==> config.mk <==
export PLATFORM = sky130hd
export DESIGN_NAME = coin_pulse_conditioner
export DESIGN_NICKNAME = d
export VERILOG_FILES = /design/src/rtl/vending_pkg.sv /design/src/rtl/coin_debounce.sv /design/src/rtl/coin_pulse_conditioner.sv
export SDC_FILE = /design/constraint.sdc
export NUM_CORES = 1
export LEC_CHECK = 0
export CORE_UTILIZATION = 60
export DETAILED_ROUTE_END_ITERATION = 16
export PLACE_DENSITY = 0.78
export SLEW_MARGIN = 20
export SYNTH_ARGS = -nofsm -noshare
export SYNTH_HDL_FRONTEND = slang
export SYNTH_SLANG_ARGS = --single-unit
export TNS_END_PERCENT = 5
==> constraint.sdc <==
create_clock -name clk -period 2 [get_ports clk]
set_input_delay 0.5 -clock clk [delete_from_list [all_inputs] [get_ports clk]]
set_output_delay 0.5 -clock clk [all_outputs]
set_load 0.03 [all_outputs]
==> src/rtl/vending_pkg.sv <==
// Shared definitions for the vending front end and the vending FSM:
// channel state encoding, default debounce/jam timing and coin values.
package vending_pkg;

    typedef enum logic [1:0] {
        IDLE            = 2'd0,
        CONFIRM_PRESS   = 2'd1,
        HELD            = 2'd2,
        CONFIRM_RELEASE = 2'd3
    } chan_state_t;

    // Consecutive stable synchronised samples needed to accept an edge (>= 2).
    localparam int DEFAULT_DEBOUNCE_CYCLES = 4;
    // Cycles a switch may stay held before it is treated as jammed.
    localparam int DEFAULT_JAM_CYCLES      = 64;

    // Coin values in cents, shared with the vending FSM.
    localparam int NICKEL = 5;
    localparam int DIME   = 10;

endpackage

==> src/rtl/coin_debounce.sv <==
// One coin channel: two-flop synchroniser, press/release debounce FSM,
// held-time counter with jam detection. press_evt is a registered
// one-cycle strobe per accepted press; release never produces an event.
module coin_debounce
    import vending_pkg::*;
#(
    parameter int DEBOUNCE_CYCLES = DEFAULT_DEBOUNCE_CYCLES,
    parameter int JAM_CYCLES      = DEFAULT_JAM_CYCLES
) (
    input  logic clk,
    input  logic reset,
    input  logic raw,
    output logic press_evt,
    output logic jam_flag
);

    localparam int            CW       = $clog2(JAM_CYCLES + 1);
    localparam logic [CW-1:0] DEB_LAST = CW'(DEBOUNCE_CYCLES - 1);
    localparam logic [CW-1:0] JAM_MAX  = CW'(JAM_CYCLES);
    localparam logic [CW-1:0] ONE      = CW'(1);

    logic          s1;
    logic          s;
    chan_state_t   state;
    chan_state_t   state_nx;
    // cnt serves the press confirmation and the held time; rcnt counts the
    // release confirmation so a release bounce does not lose the held time.
    logic [CW-1:0] cnt;
    logic [CW-1:0] cnt_nx;
    logic [CW-1:0] rcnt;
    logic [CW-1:0] rcnt_nx;
    logic          jam_nx;
    logic          evt_nx;

    // Two-flop synchroniser for the asynchronous switch input.
    always_ff @(posedge clk or negedge reset) begin
        if (!reset) begin
            s1 <= 1'b0;
            s  <= 1'b0;
        end else begin
            // NOTE: non-blocking so the second flop takes the first flop's
            // pre-edge value; blocking here would collapse the two stages.
            s1 <= raw;
            s  <= s1;
        end
    end

    // Channel state, counters, jam flag and the registered press strobe.
    always_ff @(posedge clk or negedge reset) begin
        if (!reset) begin
            state     <= IDLE;
            cnt       <= '0;
            rcnt      <= '0;
            jam_flag  <= 1'b0;
            press_evt <= 1'b0;
        end else begin
            state     <= state_nx;
            cnt       <= cnt_nx;
            rcnt      <= rcnt_nx;
            jam_flag  <= jam_nx;
            press_evt <= evt_nx;
        end
    end

    // Next-state logic for the debounce FSM.
    always_comb begin
        // NOTE: every target gets a default first, so no branch that skips
        // an assignment can infer a latch.
        state_nx = state;
        cnt_nx   = cnt;
        rcnt_nx  = rcnt;
        jam_nx   = jam_flag;
        evt_nx   = 1'b0;
        case (state)
            IDLE: begin
                if (s) begin
                    state_nx = CONFIRM_PRESS;
                    cnt_nx   = ONE;
                end
            end
            CONFIRM_PRESS: begin
                if (!s) begin
                    state_nx = IDLE;
                    cnt_nx   = '0;
                end else if (cnt == DEB_LAST) begin
                    state_nx = HELD;
                    evt_nx   = 1'b1;
                    cnt_nx   = '0;
                end else begin
                    cnt_nx = cnt + ONE;
                end
            end
            HELD: begin
                if (!s) begin
                    state_nx = CONFIRM_RELEASE;
                    rcnt_nx  = ONE;
                end else if (cnt != JAM_MAX) begin
                    cnt_nx = cnt + ONE;
                    if (cnt == JAM_MAX - ONE) jam_nx = 1'b1;
                end
            end
            CONFIRM_RELEASE: begin
                if (s) begin
                    // Release bounce: resume holding with held time and jam kept.
                    state_nx = HELD;
                    rcnt_nx  = '0;
                end else if (rcnt == DEB_LAST) begin
                    state_nx = IDLE;
                    jam_nx   = 1'b0;
                    cnt_nx   = '0;
                    rcnt_nx  = '0;
                end else begin
                    rcnt_nx = rcnt + ONE;
                end
            end
            default: state_nx = IDLE;
        endcase
    end

endmodule

==> src/rtl/coin_pulse_conditioner.sv <==
// Coin front end: debounces both switches and serialises accepted presses
// into mutually exclusive one-cycle Nickel/Dime pulses. A coin that loses
// arbitration is held in a one-deep pending flag and emitted next cycle.
module coin_pulse_conditioner
    import vending_pkg::*;
#(
    parameter int DEBOUNCE_CYCLES = DEFAULT_DEBOUNCE_CYCLES,
    parameter int JAM_CYCLES      = DEFAULT_JAM_CYCLES
) (
    input  logic clk,
    input  logic reset,
    input  logic nickel_raw,
    input  logic dime_raw,
    output logic Nickel,
    output logic Dime,
    output logic jam
);

    logic nickel_evt;
    logic dime_evt;
    logic nickel_jam;
    logic dime_jam;
    logic pend_n;
    logic pend_d;
    logic pend_n_nx;
    logic pend_d_nx;
    logic nickel_nx;
    logic dime_nx;

    coin_debounce #(
        .DEBOUNCE_CYCLES(DEBOUNCE_CYCLES),
        .JAM_CYCLES     (JAM_CYCLES)
    ) u_nickel (
        .clk      (clk),
        .reset    (reset),
        .raw      (nickel_raw),
        .press_evt(nickel_evt),
        .jam_flag (nickel_jam)
    );

    coin_debounce #(
        .DEBOUNCE_CYCLES(DEBOUNCE_CYCLES),
        .JAM_CYCLES     (JAM_CYCLES)
    ) u_dime (
        .clk      (clk),
        .reset    (reset),
        .raw      (dime_raw),
        .press_evt(dime_evt),
        .jam_flag (dime_jam)
    );

    // Arbiter: older pending coins first, nickel before dime on a tie.
    always_comb begin
        nickel_nx = 1'b0;
        dime_nx   = 1'b0;
        pend_n_nx = pend_n | nickel_evt;
        pend_d_nx = pend_d | dime_evt;
        if (pend_n) begin
            nickel_nx = 1'b1;
            pend_n_nx = nickel_evt;
        end else if (pend_d) begin
            dime_nx   = 1'b1;
            pend_d_nx = dime_evt;
        end else if (nickel_evt) begin
            nickel_nx = 1'b1;
            pend_n_nx = 1'b0;
        end else if (dime_evt) begin
            dime_nx   = 1'b1;
            pend_d_nx = 1'b0;
        end
    end

    // Output pulses, pending flags and the combined jam level.
    always_ff @(posedge clk or negedge reset) begin
        if (!reset) begin
            Nickel <= 1'b0;
            Dime   <= 1'b0;
            pend_n <= 1'b0;
            pend_d <= 1'b0;
            jam    <= 1'b0;
        end else begin
            Nickel <= nickel_nx;
            Dime   <= dime_nx;
            pend_n <= pend_n_nx;
            pend_d <= pend_d_nx;
            jam    <= nickel_jam | dime_jam;
        end
    end

endmodule

# After elaboration in Yosys (flattened, before gate mapping)
# Cells that the tools add are included.
[word_totals]
ff_bits = 45
inputBits = 4
output_inout_bits = 3
wordCells = 140
[op_classes]
addsub = 4
eq_ne = 32
mux = 70
bitwise = 3
n_reduce_logical = 12
[op_table]
columns = ["operator", "count"]
rows = [
  ["two-way mux 7 bit", 20],
  ["case mux 7 bit (4 select lines)", 2],
  ["two-way mux 1 bit", 30],
  ["adder 7 x 1 -> 7 bit (second input constant)", 4],
  ["equality test 7 x 2 -> 1 bit (second input constant)", 4],
  ["case mux 7 bit (2 select lines)", 2],
  ["two-way mux 2 bit", 12],
  ["inequality test 2 x 1 -> 1 bit (second input constant)", 10],
  ["case mux 2 bit (4 select lines)", 2],
  ["equality test 7 x 6 -> 1 bit (second input constant)", 2],
  ["inequality test 7 bit (second input constant)", 2],
  ["AND reduction 6 bit", 2],
  ["AND reduction 5 bit", 2],
  ["equality test 2 bit (second input constant)", 4],
  ["inequality test 2 bit (second input constant)", 4],
  ["AND reduction 4 bit", 2],
  ["inequality test 3 x 1 -> 1 bit (second input constant)", 2],
  ["inequality test 3 bit (second input constant)", 2],
  ["equality test 2 x 1 -> 1 bit (second input constant)", 2],
  ["zero test 2 bit", 2],
  ["case mux 1 bit (2 select lines)", 2],
  ["AND reduction 2 bit", 2],
  ["nonzero test 2 bit", 2],
  ["OR 1 bit", 3],
]

# Logic depth before layout (Yosys ltp)
[logic_depth]
ltp_word = 5
depth_mapped = 7

# Hierarchy
# A second synthesis with hierarchy kept.
[hier_totals]
hier_cells = 263
hier_area_um2 = 2506.2
[modules_own_cells]
columns = ["module", "n_inst", "cells_per_inst", "area_per_inst_um2", "seq_area_each_um2"]
rows = [
  ["coin_debounce (u_dime)", 1, 125, 1183.6, 500.5],
  ["coin_debounce (u_nickel)", 1, 124, 1143.6, 500.5],
  ["coin_pulse_conditioner", 1, 14, 178.9, 125.1],
]

# Least setup slack after synthesis
# No wires, ideal clock.
[synth_timing]
kind = "register to register"
from = "register u_dime.rcnt[0]"
to = "register u_dime.cnt[0]"
t_arrival_ns = 1.739
path_slack_ns = 0.141
stages_incl_launch_ff = 7
n_path_buf = 0
synth_period_minus_slack_ns = 1.859
path_cell_list = "dfrtp_1 > ha_1 > or4b_4 > nor4_4 > o21ai_1 > a32o_1 > a41o_1"
[synth_via]
elab_chain_len = 3
[synth_lines]
columns = ["item", "line", "source"]
rows = [
  ["start, declared", "coin_debounce.sv:30", "logic [CW-1:0] rcnt;"],
  ["start signal, assigned", "coin_debounce.sv:59", "rcnt <= rcnt_nx;"],
  ["equality test 7 x 2 -> 1 bit", "coin_debounce.sv:107", "end else if (rcnt == DEB_LAST) begin"],
  ["inequality test 2 x 1 -> 1 bit (no source line)", "n/a", ""],
  ["AND reduction 5 bit (no source line)", "n/a", ""],
  ["end signal, assigned", "coin_debounce.sv:58", "cnt <= cnt_nx;"],
  ["end, declared", "coin_debounce.sv:28", "logic [CW-1:0] cnt;"],
]
# Every way passes these cells.
# A chain may end at the register's enable or synchronous reset.

# Worst setup path after layout
# Ends and elaborated chain as after synthesis.

==> results_dict.tcl <==
set metrics [dict create \
    htreeDepth 2 \
    cp.arrival_ns 2.17 \
    rr_worst_depth 6 \
    max_freq_mhz 506 \
    wl_um 4110 \
    num_rows 22 \
    status "completed" \
    synthToLayoutAreaGrowth_pct 13.8 \
    antenna_found_initial 0 \
    fin_crit_ns 1.97 \
    ir_drop_uv 671 \
    clock_skew_ns 0.00976 \
    cts-resized-gates 0 \
    ant_nets 0 \
    cts_tree "yes" \
    setup_viol 0 \
    synth_enable_flop_cells 0 \
    nets 277 \
    critPathLaunchType "flop" \
    synth-seq-cells 45 \
    place.gp.congestion 0.868 \
    synth.top_cell.area_share_pct 47.8 \
    fin_hold_ws_ns 0.166 \
    synth.cell_area_um2 2350 \
    overflow 0 \
    clk_latency_ns 0.30 \
    fillCellCount 287 \
    hold_buffers 0 \
    criticalPathCategory "reg2reg" \
    first_iter_violations 95 \
    reg2reg_from "u_dime.rcnt[0]" \
    p_leak_nw 1.23 \
    via_count 1778 \
    r2r_end "u_dime.cnt[0]" \
    crit_path_end_kind "flop" \
    yosys_warnings 0 \
    slew_violations 0 \
    ff2ff_setup_slack_ns 0.03 \
    hold_viol_final 0 \
    grt_pass1_wl_um 7310 \
    clk_path_buf_depth 2 \
    root_buffer "clkbuf_8" \
    synth_seq_area_share_pct 47.8 \
    drive_gt1_share_pct 14.2 \
    syn_nets 256 \
    core_um2 3720 \
    synth.top_cells.by_area "dfrtp_1, nor2_1, nand2_1" \
    ys_top_cells_by_count "dfrtp_1, nor2_1, nand2_1" \
    cts_made_buffers 5 \
    fp.dieH_um 64.6 \
    slew-limit-headroom_pct 61.4 \
    start_util_pct 63.4 \
    required_ns 2.20 \
    path_clk_slew_ns 0.08 \
    fin_util_pct 72.1 \
    grt_use_total_pct 22.9 \
    p_total_mw 2.72 \
    post-cts-setup-buffer-count 0 \
    yosys.area.top_type "dfrtp_1" \
    drv_cap 0 \
    fp.dieW_um 64.6 \
    yosysUniqueCellTypes 47 \
    rsz0062_at_grt "true" \
    syn_avg_cell_area_um2 9.57 \
    grt_max_degree 25 \
    place_hpwl_um 2970 \
    port_buffers 6 \
    via_per_inst 5.63 \
    period_share_pct 98.7 \
    yosys_most_used_dff "dfrtp_1" \
    async_flop_share_pct 100 \
    worstPathMaxFanout 4 \
    antenna_cells 0 \
    synth.most_common_cell "dfrtp_1" \
    power_density_nw_per_um2 1010 \
    wl_per_cell_um 13.0 \
    syn_inst 246 \
    hp-class "in2async" \
    grt_pass1_vias 1686 \
    drc 0 \
    dieArea_um2 4180 \
    worstMarginPinSlew_ns 0.574 \
    clock_sinks 45 \
    drtPass1Iterations 4 \
    ios 7 \
]
layout by cell type, fill, tap and decap left out, types with 2 or more instances in the layout:
master / n
dfrtp_1: 45
nor2_1: 29
nand2_1: 27
buf_4: 14
inv_1: 12
o21ai_0: 12
a21oi_1: 9
nor2b_1: 8
nand3_1: 7
a22o_1: 7
and3_1: 6
nor3_1: 6
xor2_1: 6
clkbuf_8: 6
and2_1: 5
ha_1: 5
clkdlybuf4s50_1: 5
nand2b_1: 4
nand4_1: 4
xnor2_1: 4
nor4_1: 3
or2_2: 3
a31oi_1: 3
o21ai_1: 3
nand3b_1: 2
or3_1: 2
a32o_1: 2
o21a_1: 2
a21o_1: 2
mux2i_1: 2
o21ai_2: 2
o22a_1: 2
critical path, cell delays in order, from the launching register on:
cell	delay, ns
dfrtp_1	0.40
ha_2	0.20
or4b_4	0.48
nor4_4	0.22
o21ai_1	0.09
a32o_1	0.27
a41o_1	0.20
where the power goes:
group          switching [mW]  internal, mW
sequential              0.137          1.03
clock                   0.295         0.407
combinational           0.449         0.398
worst max path at each step:
| stage | from | to | slack [ns] | depth (start not counted) |
|---|---|---|---|---|
| finish | u_dime.rcnt[0] | u_dime.cnt[0] | 0.03 | 6 |
| global route | u_dime.rcnt[0] | u_dime.cnt[4] | -0.05 | 6 |
| CTS | u_dime.rcnt[0] | u_dime.cnt[0] | 0.03 | 6 |
| detailed placement | u_dime.rcnt[0] | u_dime.cnt[0] | 0.04 | 6 |
| global placement | u_dime.rcnt[0] | u_dime.cnt[5] | 0.1 | 6 |
| floorplan | u_dime.rcnt[0] | u_dime.cnt[0] | 0.14 | 6 |
per-layer routing:
metal | wire [um] | global-route usage, % | part of all wire [%] | vias to the layer above
li1 | - | - | - | 899
met1 | 2040 | 31.8 | 50 | 838
met2 | 1850 | 35.9 | 45 | 34
met3 | 158 | 4.75 | 3.8 | 7
met4 | 62 | 7.50 | 1.5 | 0
met5 | 0 | 0 | 0 | -
kinds of logic (layout without fill, tap and decap cells):
kind of cell | Yosys count | after routing | share of synthesized area [%]
AOI/OAI and AO/OA | 53 | 53 | 16.2
and+or+nand+nor | 112 | 112 | 25.0
muxes | 2 | 2 | 0.850
DFF | 45 | 45 | 47.8
xor gates and xnor gates | 10 | 10 | 3.72
buffers and inverters | 18 | 40 | 3.24
adders and majority gates | 6 | 6 | 3.19
registers in the layout, indices dropped and copies added, names as in the netlist, named ones only:
| name | flops |
|---|---|
| u_nickel.state | 1 |
| Nickel | 1 |
| u_dime.press_evt | 1 |
| u_nickel.rcnt | 7 |
| u_dime.rcnt | 7 |
| Dime | 1 |
| u_nickel.jam_flag | 1 |
| u_nickel.press_evt | 1 |
| u_dime.s | 1 |
| jam | 1 |
| u_nickel.s1 | 1 |
| u_nickel.cnt | 7 |
| u_dime.cnt | 7 |
| u_nickel.s | 1 |
| u_dime.jam_flag | 1 |
| u_dime.state | 1 |
| u_dime.s1 | 1 |
through the flow:
stage	area [um2]	TNS (ns)	worst slack, ns	cells
after floorplan	2350	0	0.141	246
after global placement	2540	0	0.0966	308
after detailed placement	2540	0	0.0355	308
after CTS	2660	0	0.0254	316
after global routing	2680	-0.141	-0.0550	316
final	2680	0	0.0250	316
layout make-up:
cell class / instances / area (um2) / area share [%]
Clock buffer: 7 / 86.3 / 3.22
Multi-Input combinational cell: 183 / 1170 / 43.7
Inverter: 12 / 45.0 / 1.68
Sequential cell: 45 / 1130 / 42.0
Timing Repair Buffer: 20 / 160 / 5.98
Tap cell: 48 / 60.1 / 2.24
Clock inverter: 1 / 30.0 / 1.12
Power figures use the tool's default switching activity.
